--- src/rtl/score_event_sequencer.sv ---
// -----------------------------------------------------------------------------
// score_event_sequencer
//
// Turns the level-type collision signals from the collision detector into
// exactly one scoring event per contiguous overlap episode. It queues the
// events and hands them to the score bitmap/counter block as single-cycle
// pulses. Gold and diamond pulses never coincide, and every pulse is followed
// by a fixed idle gap, so the downstream adders never see two increments in
// the same cycle or in adjacent cycles.
//
// Optional feature (compile-time macro SCORE_EVT_STREAK_EN):
//   When the macro is defined, a 3-bit streak counter counts diamond events
//   accepted into the queue. An accepted gold event or game_active low clears
//   it. On every 8th consecutive diamond the counter wraps from 7 to 0 and
//   that diamond enqueues 3 increments instead of 1. Each of those increments
//   is subject to saturation.
//   When the macro is undefined, no streak logic exists and every diamond
//   enqueues exactly one event.
//
// Parameters:
//   DEPTH      - saturation value of each pending-event counter
//   GAP_CYCLES - idle cycles forced after every emitted pulse (legal range 1..15)
//
// Ports:
//   clk               in  system clock
//   resetN            in  synchronous active-low reset
//   startOfFrame      in  one-cycle pulse at the start of each video frame
//   game_active       in  gameplay running; low ignores collisions, flushes queue
//   collision_gold    in  level: digger overlaps a gold bag this cycle
//   collision_dimond  in  level: digger overlaps a diamond this cycle
//   player_eat_gold   out one-cycle pulse, add a gold score
//   player_eat_dimond out one-cycle pulse, add a diamond score
//   queue_overflow    out sticky, an event was dropped at saturation
//   busy              out events pending or emission/gap in progress
// -----------------------------------------------------------------------------
module score_event_sequencer #(
  parameter int DEPTH      = 7,
  parameter int GAP_CYCLES = 2
) (
  input  logic clk,
  input  logic resetN,
  input  logic startOfFrame,
  input  logic game_active,
  input  logic collision_gold,
  input  logic collision_dimond,
  output logic player_eat_gold,
  output logic player_eat_dimond,
  output logic queue_overflow,
  output logic busy
);

  localparam int CNT_W = $clog2(DEPTH + 1);
  // Two extra bits hold a full counter plus up to three increments at once.
  localparam int SUM_W = CNT_W + 2;

  localparam logic [1:0] ST_IDLE = 2'd0;
  localparam logic [1:0] ST_EMIT = 2'd1;
  localparam logic [1:0] ST_GAP  = 2'd2;

  localparam logic [3:0] GAP_LOAD = 4'(GAP_CYCLES);

  // Adds inc, removes dec (only if there is something to remove) and clamps
  // the result at DEPTH. The MSB of the result flags that increments were
  // dropped. An increment and a decrement in the same cycle cancel, so a
  // counter sitting at DEPTH is not treated as an overflow in that case.
  function automatic logic [CNT_W:0] sat_update(
    input logic [CNT_W-1:0] cnt,
    input logic [1:0]       inc,
    input logic             dec
  );
    logic [SUM_W-1:0] sum;
    sum = SUM_W'(cnt) + SUM_W'(inc);
    if (dec && (cnt != '0)) begin
      sum = sum - SUM_W'(1);
    end
    if (sum > SUM_W'(DEPTH)) begin
      return {1'b1, CNT_W'(DEPTH)};
    end
    return {1'b0, sum[CNT_W-1:0]};
  endfunction

  // ---------------------------------------------------------------------------
  // State
  // ---------------------------------------------------------------------------
  logic             gold_hit_cur_q,   gold_hit_cur_d;
  logic             dimond_hit_cur_q, dimond_hit_cur_d;
  logic             gold_hit_prev_q,  gold_hit_prev_d;
  logic             dimond_hit_prev_q, dimond_hit_prev_d;
  logic [CNT_W-1:0] gold_pending_q,   gold_pending_d;
  logic [CNT_W-1:0] dimond_pending_q, dimond_pending_d;
  logic [1:0]       state_q,          state_d;
  logic             sel_dimond_q,     sel_dimond_d;
  logic             last_dimond_q,    last_dimond_d;
  logic [3:0]       gap_q,            gap_d;
  logic             queue_overflow_q, queue_overflow_d;
`ifdef SCORE_EVT_STREAK_EN
  logic [2:0]       streak_q,         streak_d;
`endif

  // Intermediate combinational terms
  logic             new_gold;
  logic             new_dimond;
  logic [1:0]       dimond_inc;
  logic             gold_dec;
  logic             dimond_dec;
  logic             gold_ovf;
  logic             dimond_ovf;
  logic [CNT_W-1:0] gold_upd;
  logic [CNT_W-1:0] dimond_upd;

  // ---------------------------------------------------------------------------
  // Frame capture and evaluation
  // ---------------------------------------------------------------------------
  always_comb begin
    gold_hit_cur_d    = gold_hit_cur_q;
    dimond_hit_cur_d  = dimond_hit_cur_q;
    gold_hit_prev_d   = gold_hit_prev_q;
    dimond_hit_prev_d = dimond_hit_prev_q;
    new_gold          = 1'b0;
    new_dimond        = 1'b0;

    if (!game_active) begin
      gold_hit_cur_d    = 1'b0;
      dimond_hit_cur_d  = 1'b0;
      gold_hit_prev_d   = 1'b0;
      dimond_hit_prev_d = 1'b0;
    end else if (startOfFrame) begin
      // Rising edge of the per-frame hit flag marks a new overlap episode.
      new_gold          = gold_hit_cur_q & ~gold_hit_prev_q;
      new_dimond        = dimond_hit_cur_q & ~dimond_hit_prev_q;
      gold_hit_prev_d   = gold_hit_cur_q;
      dimond_hit_prev_d = dimond_hit_cur_q;
      // A collision on the startOfFrame cycle belongs to the new frame.
      gold_hit_cur_d    = collision_gold;
      dimond_hit_cur_d  = collision_dimond;
    end else begin
      gold_hit_cur_d    = gold_hit_cur_q | collision_gold;
      dimond_hit_cur_d  = dimond_hit_cur_q | collision_dimond;
    end
  end

  // ---------------------------------------------------------------------------
  // Diamond enqueue amount
  // ---------------------------------------------------------------------------
`ifdef SCORE_EVT_STREAK_EN
  always_comb begin
    streak_d   = streak_q;
    dimond_inc = {1'b0, new_dimond};
    if (!game_active) begin
      streak_d = 3'd0;
    end else if (new_gold) begin
      // A gold event breaks the streak. A diamond in the same frame starts
      // a new streak of length one.
      streak_d = {2'b00, new_dimond};
    end else if (new_dimond) begin
      if (streak_q == 3'd7) begin
        streak_d   = 3'd0;
        dimond_inc = 2'd3;
      end else begin
        streak_d = streak_q + 3'd1;
      end
    end
  end
`else
  always_comb begin
    dimond_inc = {1'b0, new_dimond};
  end
`endif

  // ---------------------------------------------------------------------------
  // Emission FSM: IDLE -> EMIT (1 cycle) -> GAP (GAP_CYCLES cycles) -> IDLE
  // ---------------------------------------------------------------------------
  always_comb begin
    state_d       = state_q;
    sel_dimond_d  = sel_dimond_q;
    last_dimond_d = last_dimond_q;
    gap_d         = gap_q;
    gold_dec      = 1'b0;
    dimond_dec    = 1'b0;

    case (state_q)
      ST_IDLE: begin
        // Pending events are about to be flushed while game_active is low,
        // so no new emission may start then.
        if (game_active && ((gold_pending_q != '0) || (dimond_pending_q != '0))) begin
          if ((gold_pending_q != '0) && (dimond_pending_q != '0)) begin
            sel_dimond_d = ~last_dimond_q;
          end else begin
            sel_dimond_d = (dimond_pending_q != '0);
          end
          state_d = ST_EMIT;
        end
      end
      ST_EMIT: begin
        gold_dec      = ~sel_dimond_q;
        dimond_dec    = sel_dimond_q;
        last_dimond_d = sel_dimond_q;
        gap_d         = GAP_LOAD;
        state_d       = ST_GAP;
      end
      ST_GAP: begin
        if (gap_q <= 4'd1) begin
          gap_d   = 4'd0;
          state_d = ST_IDLE;
        end else begin
          gap_d = gap_q - 4'd1;
        end
      end
      default: begin
        state_d = ST_IDLE;
      end
    endcase
  end

  // ---------------------------------------------------------------------------
  // Pending counters and overflow flag
  // ---------------------------------------------------------------------------
  always_comb begin
    {gold_ovf, gold_upd}     = sat_update(gold_pending_q, {1'b0, new_gold}, gold_dec);
    {dimond_ovf, dimond_upd} = sat_update(dimond_pending_q, dimond_inc, dimond_dec);

    gold_pending_d   = gold_upd;
    dimond_pending_d = dimond_upd;
    queue_overflow_d = queue_overflow_q;

    if (!game_active) begin
      gold_pending_d   = '0;
      dimond_pending_d = '0;
    end else begin
      queue_overflow_d = queue_overflow_q | gold_ovf | dimond_ovf;
    end
  end

  // ---------------------------------------------------------------------------
  // Registers
  // ---------------------------------------------------------------------------
  always_ff @(posedge clk) begin
    if (!resetN) begin
      gold_hit_cur_q    <= 1'b0;
      dimond_hit_cur_q  <= 1'b0;
      gold_hit_prev_q   <= 1'b0;
      dimond_hit_prev_q <= 1'b0;
      gold_pending_q    <= '0;
      dimond_pending_q  <= '0;
      state_q           <= ST_IDLE;
      sel_dimond_q      <= 1'b0;
      last_dimond_q     <= 1'b0;   // gold counts as last sent, so diamond wins first
      gap_q             <= 4'd0;
      queue_overflow_q  <= 1'b0;
    end else begin
      gold_hit_cur_q    <= gold_hit_cur_d;
      dimond_hit_cur_q  <= dimond_hit_cur_d;
      gold_hit_prev_q   <= gold_hit_prev_d;
      dimond_hit_prev_q <= dimond_hit_prev_d;
      gold_pending_q    <= gold_pending_d;
      dimond_pending_q  <= dimond_pending_d;
      state_q           <= state_d;
      sel_dimond_q      <= sel_dimond_d;
      last_dimond_q     <= last_dimond_d;
      gap_q             <= gap_d;
      queue_overflow_q  <= queue_overflow_d;
    end
  end

`ifdef SCORE_EVT_STREAK_EN
  always_ff @(posedge clk) begin
    if (!resetN) begin
      streak_q <= 3'd0;
    end else begin
      streak_q <= streak_d;
    end
  end
`endif

  // ---------------------------------------------------------------------------
  // Outputs: decoded from registered state only, so they are one clean cycle
  // wide and can never be high together.
  // ---------------------------------------------------------------------------
  assign player_eat_gold   = (state_q == ST_EMIT) & ~sel_dimond_q;
  assign player_eat_dimond = (state_q == ST_EMIT) &  sel_dimond_q;
  assign queue_overflow    = queue_overflow_q;
  assign busy              = (state_q != ST_IDLE) | (gold_pending_q != '0) |
                             (dimond_pending_q != '0);

endmodule

--- config.mk ---
export PLATFORM = sky130hd
export DESIGN_NAME = score_event_sequencer
export DESIGN_NICKNAME = d
export VERILOG_FILES = /design/src/rtl/score_event_sequencer.sv
export SDC_FILE = /design/constraint.sdc
export NUM_CORES = 1
export LEC_CHECK = 0
export BUFFER_PORTS_ARGS = -buffer_cell sky130_fd_sc_hd__buf_2
export CAP_MARGIN = 20
export CORE_ASPECT_RATIO = 1.5
export CORE_MARGIN = 5
export CORE_UTILIZATION = 36
export CTS_CLUSTER_SIZE = 28
export DETAILED_ROUTE_END_ITERATION = 10
export GPL_ROUTABILITY_DRIVEN = 0
export PLACE_DENSITY = 0.58
export REMOVE_ABC_BUFFERS = 1
export SKIP_CTS_REPAIR_TIMING = 1
export SYNTH_ARGS = -nofsm -noshare
export SYNTH_HDL_FRONTEND = slang
export SYNTH_SLANG_ARGS = --single-unit
--- constraint.sdc ---
create_clock -name clk -period 3.45 [get_ports clk]
set_input_delay 0.1725 -clock clk [delete_from_list [all_inputs] [get_ports clk]]
set_output_delay 0.1725 -clock clk [all_outputs]
set_load 0.02 [all_outputs]
== Yosys cells after proc, flatten, opt, wreduce, memory -nomap -nowiden ==
Index checks and enable logic that the tools add are counted.
Storage, ports and cells
  flip-flop bits (word level): 19
  word-level logic and storage cells: 72
Cells by class
  add/subtract/negate cells: 5
  magnitude comparators: 3
  equality and inequality tests: 4
  multiplexer cells: 22
  bitwise gates (word level): 14
  reduce and logical (&&, ||, !) cells: 13
Operator list (number)
  4-bit two-way mux: 5
  1-bit two-way mux: 11
  5-bit by 3-bit greater-than comparator with 1-bit output, second input constant: 2
  5-bit two-way mux: 2
  4-bit by 1-bit subtractor with 5-bit output, second input constant: 2
  3-bit by 1-bit adder with 4-bit output: 2
  4-bit one-hot mux with 2 select lines: 1
  1-bit OR: 6
  2-bit one-hot mux with 3 select lines: 1
  2-bit AND reduction: 3
  3-bit nonzero test: 2
  1-bit bitwise AND: 4
  4-bit by 1-bit <= comparator with 1-bit output, second input constant: 1
  1-bit logical AND: 4
  2-bit two-way mux: 2
  2-bit inequality test, second input constant: 2
  1-bit inverter: 4
  2-bit nonzero test: 2
  4-bit by 1-bit subtractor with 4-bit output, second input constant: 1
  2-bit by 1-bit == test with 1-bit output, second input constant: 1
  2-bit == test, second input constant: 1
  2-bit logical NOT: 1
  1-bit logical OR: 1

== Depth between registers and ports, before layout ==
  word-level depth: 12
  gate-level depth with buffers: 10
  mapped depth without buffers: 10

== Least setup slack after synthesis ==
No wires, ideal clock.
  path kind: reg2reg
  start: reg gold_hit_cur_q
  end: reg queue_overflow_q (netlist: queue_overflow)
  setup time: 126 ps
  arrival time: 1652 ps
  data required time: 3324 ps
  setup slack: 1671 ps
  cell stages (with the launch flop): 10
  buffers on the path: 0
  cell sequence: dfxtp_1 -> nor3b_1 -> ha_1 -> ha_1 -> inv_1 -> ha_1 -> o21ai_0 -> a21oi_1 -> a21oi_2 -> o211ai_1
Between the ends
  word-level cells in the longest chain between the ends: 11
Ends and longest elaborated chain
  start: declaration: line 85  | logic gold_hit_cur_q, gold_hit_cur_d;
  start signal: assignment: line 251  | gold_hit_cur_q <= gold_hit_cur_d;
  1-bit bitwise AND (*): line 129  | new_gold = gold_hit_cur_q & ~gold_hit_prev_q;
  1-bit two-way mux (*): line 127  | end else if (startOfFrame) begin
  1-bit two-way mux (*): line 122  | if (!game_active) begin
  3-bit by 1-bit adder with 4-bit output (*): line 72  | sum = SUM_W'(cnt) + SUM_W'(inc);
  4-bit by 1-bit subtractor with 5-bit output: line 74  | sum = sum - SUM_W'(1);
  5-bit two-way mux (*): line 73  | if (dec && (cnt != '0)) begin
  5-bit by 3-bit greater-than comparator with 1-bit output (*): line 76  | if (sum > SUM_W'(DEPTH)) begin
  1-bit two-way mux (*): line 76
  4-bit two-way mux (*): line 79  | return {1'b0, sum[CNT_W-1:0]};
  1-bit OR (*) (2 in a row): line 230  | queue_overflow_d = queue_overflow_q | gold_ovf | dimond_ovf;
  end signal: assignment: line 261  | queue_overflow_q <= queue_overflow_d;
  end: declaration: line 95  | logic queue_overflow_q, queue_overflow_d;
Mark *: on every way between the ends. The rest lies on a longest branch, timed or not.
A chain may end at the register's enable or synchronous reset.

== Worst setup path after layout ==
Ends and elaborated chain as after synthesis.

==> impl_results.html <==
<table>
<tr><th>Metric</th><th>Value</th></tr>
<tr><th colspan="2">GRT</th></tr>
<tr><td>Residual overflow from global routing</td><td>0</td></tr>
<tr><td>Wire length of the first global-routing pass</td><td>just over 4000 um</td></tr>
<tr><td>Maximum number of pins on one net before global-route repair</td><td>13</td></tr>
<tr><td>Vias in the first global route</td><td>1028</td></tr>
<tr><td>Antenna violations before repair</td><td>0</td></tr>
<tr><td>Total GRT Usage</td><td>0.116</td></tr>
<tr><th colspan="2">Setup path</th></tr>
<tr><td>Critical Path Source Type</td><td>flop</td></tr>
<tr><td>Worst-case register-to-register setup slack</td><td>~1.4 ns</td></tr>
<tr><td>Worst path cell trace</td><td>nor3b_1 &gt; ha_1 &gt; ha_1 &gt; inv_1 &gt; ha_1 &gt; o21ai_0 &gt; a21oi_1 &gt; a21oi_2 &gt; o211ai_1</td></tr>
<tr><td>Cell with the biggest individual delay on the critical path</td><td>dfxtp_1</td></tr>
<tr><td>Kind of capture point of the worst setup path</td><td>flop</td></tr>
<tr><td>Startpoint of the worst-slack reg-to-reg timing path</td><td>gold_hit_cur_q$_SDFF_PN0_</td></tr>
<tr><td>Required arrival time at the worst endpoint</td><td>between 3 and 4 ns</td></tr>
<tr><td>Critical path arrival</td><td>2.17 ns</td></tr>
<tr><td>Depth of the critical timing path with buffers and inverters included</td><td>9</td></tr>
<tr><td>Family with the most delay on the worst path</td><td>compound AO/OA/AOI/OAI gates</td></tr>
<tr><td>Worst-path maximum fanout</td><td>4</td></tr>
<tr><td>Worst Setup Path Type</td><td>reg2reg</td></tr>
<tr><td>Capturing instance or port of the critical path</td><td>queue_overflow$_SDFFE_PN0P_</td></tr>
<tr><td>Largest stage delay on the critical path</td><td>0.34 ns</td></tr>
<tr><td>Most frequent CP cell</td><td>ha_1</td></tr>
<tr><td>Startpoint of the most critical setup path</td><td>gold_hit_cur_q$_SDFF_PN0_</td></tr>
<tr><td>End of the worst register-to-register path</td><td>queue_overflow$_SDFFE_PN0P_</td></tr>
<tr><td>Number of cell instances on the worst register-to-register path</td><td>9</td></tr>
<tr><td>CP Buf/Inv Count</td><td>1</td></tr>
<tr><th colspan="2">CTS</th></tr>
<tr><td>Clock tree from TritonCTS</td><td>built</td></tr>
<tr><td>Clock sink total</td><td>19</td></tr>
<tr><td>Number of clock buffers inserted by TritonCTS</td><td>3</td></tr>
<tr><td>Clk slew on worst S/H paths</td><td>0.07 ns</td></tr>
<tr><td>Clock Latency Late Sink</td><td>0.25 ns</td></tr>
<tr><td>CTS root buffer</td><td>clkbuf_8</td></tr>
<tr><td>H-tree depth</td><td>1</td></tr>
<tr><td>Longest Clk Path Bufs</td><td>2</td></tr>
<tr><th colspan="2">Placed design</th></tr>
<tr><td># placed instances</td><td>182</td></tr>
<tr><td>DP Wirelength</td><td>around 1800 um</td></tr>
<tr><td>Total cell area at the placement stage</td><td>approximately 0.0012 mm2</td></tr>
<tr><td>Port Buf Inserts</td><td>9</td></tr>
<tr><th colspan="2">Timing</th></tr>
<tr><td>Post-layout minimum cycle time</td><td>about 2 ns</td></tr>
<tr><td>Transition time at the pin with the least slew margin</td><td>approximately 0.39 ns</td></tr>
<tr><td>Setup Total Neg Slack</td><td>0 ns</td></tr>
<tr><td>Setup repair after global routing missed its margin</td><td>false</td></tr>
<tr><td>Endpoints failing hold</td><td>0</td></tr>
<tr><td>Clock skew</td><td>between 0.003 and 0.004 ns</td></tr>
<tr><td>Max-slew headroom</td><td>0.742</td></tr>
<tr><td>Achievable clock frequency</td><td>~0.5 GHz</td></tr>
<tr><td>Final max-slew violation count</td><td>0</td></tr>
<tr><td>Final period utilization</td><td>0.594</td></tr>
<tr><td>Count of endpoints failing setup in the final report</td><td>0</td></tr>
<tr><th colspan="2">Drt</th></tr>
<tr><td>Violation count after the first detailed-route iteration</td><td>20</td></tr>
<tr><td>Detailed-route DRC error count</td><td>0</td></tr>
<tr><td>Routed len/inst</td><td>between 10 and 15 um</td></tr>
<tr><td>Vias/cell</td><td>just over 5</td></tr>
<tr><td>Vias post-DR</td><td>952</td></tr>
<tr><td>First-pass detailed-route iteration total</td><td>4</td></tr>
<tr><td>Final wirelength</td><td>roughly 2300 um</td></tr>
<tr><td>Number of antenna-violating nets in the routed design</td><td>0</td></tr>
<tr><th colspan="2">Floorplanning</th></tr>
<tr><td>Core footprint</td><td>around 0.0031 mm2</td></tr>
<tr><td>Die extent in x</td><td>55.7 um</td></tr>
<tr><td>Die Y-Extent</td><td>78.5 um</td></tr>
<tr><td>Placement row count</td><td>25</td></tr>
<tr><td>Area of the die</td><td>0.00437 mm2</td></tr>
<tr><td>Initial Utilization</td><td>0.364</td></tr>
<tr><td>Number of top-level pins</td><td>10</td></tr>
<tr><th colspan="2">Power</th></tr>
<tr><td>Share of power burned in combinational logic</td><td>0.055</td></tr>
<tr><td>Worst IR Drop VDD</td><td>~0.21 mV</td></tr>
<tr><td>Power per unit of standard cell area</td><td>316 mW/mm2</td></tr>
<tr><td>Switching part of the total</td><td>0.211</td></tr>
<tr><td>Proportion of power drawn by the clock network</td><td>0.381</td></tr>
<tr><td>Sequential group share of total power</td><td>0.564</td></tr>
<tr><td>Lkg Pwr</td><td>0.000511 uW</td></tr>
<tr><td>Internal power component</td><td>about 310 uW</td></tr>
<tr><td>Net Sw Power</td><td>roughly 83 uW</td></tr>
<tr><th colspan="2">Logic synthesis</th></tr>
<tr><td>Yosys warning count</td><td>0</td></tr>
<tr><td>Avg Synthesized Cell Area</td><td>~8.3 um2</td></tr>
<tr><td>Share of synthesized area occupied by flip-flops and latches</td><td>0.337</td></tr>
<tr><td>Area fraction in compound gates after synthesis</td><td>0.183</td></tr>
<tr><td>Dominant combinational cell family by area after synthesis</td><td>simple AND/OR/NAND/NOR gates</td></tr>
<tr><td>Synthesized cell area</td><td>between 0.001 and 0.0015 mm2</td></tr>
<tr><td>Unique cell type count in the Yosys netlist</td><td>36</td></tr>
<tr><td>Number of enable-type register cells in the synthesized netlist</td><td>0</td></tr>
<tr><td>Library cell with the largest summed area after synthesis</td><td>dfxtp_1</td></tr>
<tr><td>Mux share of post-synthesis cell area</td><td>0.0266</td></tr>
<tr><td>Area contributors post-synth</td><td>dfxtp_1, ha_1, a21oi_1, nor2_1, inv_1</td></tr>
<tr><td>Area fraction of the dominant cell type after synthesis</td><td>0.337</td></tr>
<tr><td>Top_reg_cell synth</td><td>dfxtp_1</td></tr>
<tr><td>Ys async rst share</td><td>0</td></tr>
<tr><td>Register bit count reported by yosys</td><td>19</td></tr>
<tr><td>Simple-Gate Fraction of Synth Area</td><td>0.224</td></tr>
<tr><td>Post-Syn Instances</td><td>~140</td></tr>
<tr><td>XOR/XNOR Fraction of Synth Area</td><td>0.0388</td></tr>
<tr><td>Adder-Cell Fraction of Synth Area</td><td>0.133</td></tr>
<tr><th colspan="2">Run status</th></tr>
<tr><td>Result of the run</td><td>finished, final reports clean</td></tr>
<tr><th colspan="2">Finish</th></tr>
<tr><td>Multi-input logic area</td><td>a little under 700 um2</td></tr>
<tr><td>Final-layout fill cell count</td><td>around 300</td></tr>
<tr><td>Final design instance area without fill</td><td>between 0.001 and 0.0015 mm2</td></tr>
<tr><td>Area taken by flip-flops and latches</td><td>around 380 um2</td></tr>
<tr><td>Most common cell after layout, fill and taps aside</td><td>dfxtp_1</td></tr>
<tr><td>Number of standard cells in the layout, taps in and fillers out</td><td>about 190</td></tr>
<tr><td>Most frequent cells in the layout</td><td>dfxtp_1, a21oi_1, nor2_1</td></tr>
<tr><td>Total number of nets in the final design</td><td>~170</td></tr>
<tr><td>Share of layout cells above drive strength 1</td><td>0.137</td></tr>
<tr><td>Number of diodes</td><td>0</td></tr>
<tr><td>Area grow syn2layout</td><td>10.8%</td></tr>
<tr><th colspan="2">Min path</th></tr>
<tr><td>Path type of the worst min-delay path</td><td>in2reg</td></tr>
<tr><td>Startpoint of the lowest-slack hold path</td><td>collision_dimond</td></tr>
<tr><th colspan="2">Run</th></tr>
<tr><td>Max cap viols</td><td>0</td></tr>
</table>
==> state kept, by name (all words and copies together), names as in the netlist, 2 cells and up <==
signal	count
gap_q	4
gold_pending_q	3
state_q	2
dimond_pending_q	3
==> routing by layer <==
| layer | up-vias | GRT usage | share of wire |
|---|---|---|---|
| met5 | - | 0 | 0 |
| met1 | 446 | 0.110 | 0.41 |
| met3 | 4 | 0.0230 | 0.026 |
| met2 | 12 | 0.237 | 0.55 |
| met4 | 0 | 0.0438 | 0.018 |
| li1 | 490 | - | - |
==> power groups by stage <==
| stage | Sequential (uW) | Combinational (uW) | Clock [uW] |
|---|---|---|---|
| floorplan | 227 | 12.9 | 0 |
| CTS | 223 | 22.2 | 155 |
| detailed placement | 228 | 22.0 | 0 |
| finish | 223 | 21.8 | 150 |
| global placement | 228 | 21.5 | 0 |
| global route | 223 | 25.0 | 171 |
==> logic make-up (layout without fill, tap and decap cells) <==
logic type               Yosys count  after routing
multiplexers                       3              3
flip-flops                        19             19
buffers and inverters             15             25
adder cells (fa/ha/maj)           12             12
AND/OR/NAND/NOR                   48             48
AO/OA/AOI/OAI                     34             34
XOR/XNOR                           5              5
==> synthesized netlist by cell type, types with 3 or more instances <==
master and count:
ha_1 12, xnor2_1 5, nand2_1 11, dfxtp_1 19
o21ai_0 6, nand3_1 5, inv_1 12, mux2i_1 3
nor2_1 13, a21oi_1 14
==> cell type report <==
type	instances	area share
repair buffers	9	0.0361
multi-input cells	102	0.547
inverters	12	0.0361
well taps	40	0.0401
flip-flops and latches	19	0.305
clock buffers	4	0.0361
==> worst min-delay path by stage <==
stage | cells after the start | slack, ns | to
5_1_grt | 3 | 0.15 | dimond_hit_cur_q$_SDFF_PN0_
3_5_place_dp | 3 | 0.39 | dimond_hit_cur_q$_SDFF_PN0_
6_report | 3 | 0.12 | dimond_hit_cur_q$_SDFF_PN0_
2_1_floorplan | 2 | 0.29 | dimond_hit_cur_q$_SDFF_PN0_
4_1_cts | 3 | 0.13 | dimond_hit_cur_q$_SDFF_PN0_
3_3_place_gp | 3 | 0.38 | gold_hit_cur_q$_SDFF_PN0_
==> worst reg2reg max path, stage by stage, from the launching register on <==
cell and delay (ns):
dfxtp_1 0.34, nor3b_1 0.25, ha_1 0.22, ha_1 0.17, inv_1 0.05, ha_1 0.22, o21ai_0 0.22, a21oi_1 0.09
a21oi_2 0.25, o211ai_1 0.11
==> stage by stage <==
step	worst slack, ns	util	hold WS (ns)	power, uW
floorplan	1.66	-	0.290	240
global placement	1.37	0.389	0.381	249
detailed placement	1.34	0.389	0.387	250
CTS	1.40	0.403	0.126	400
global route	1.24	0.403	0.152	419
finish	1.40	0.403	0.123	395
(Power assumes the default switching activity.)
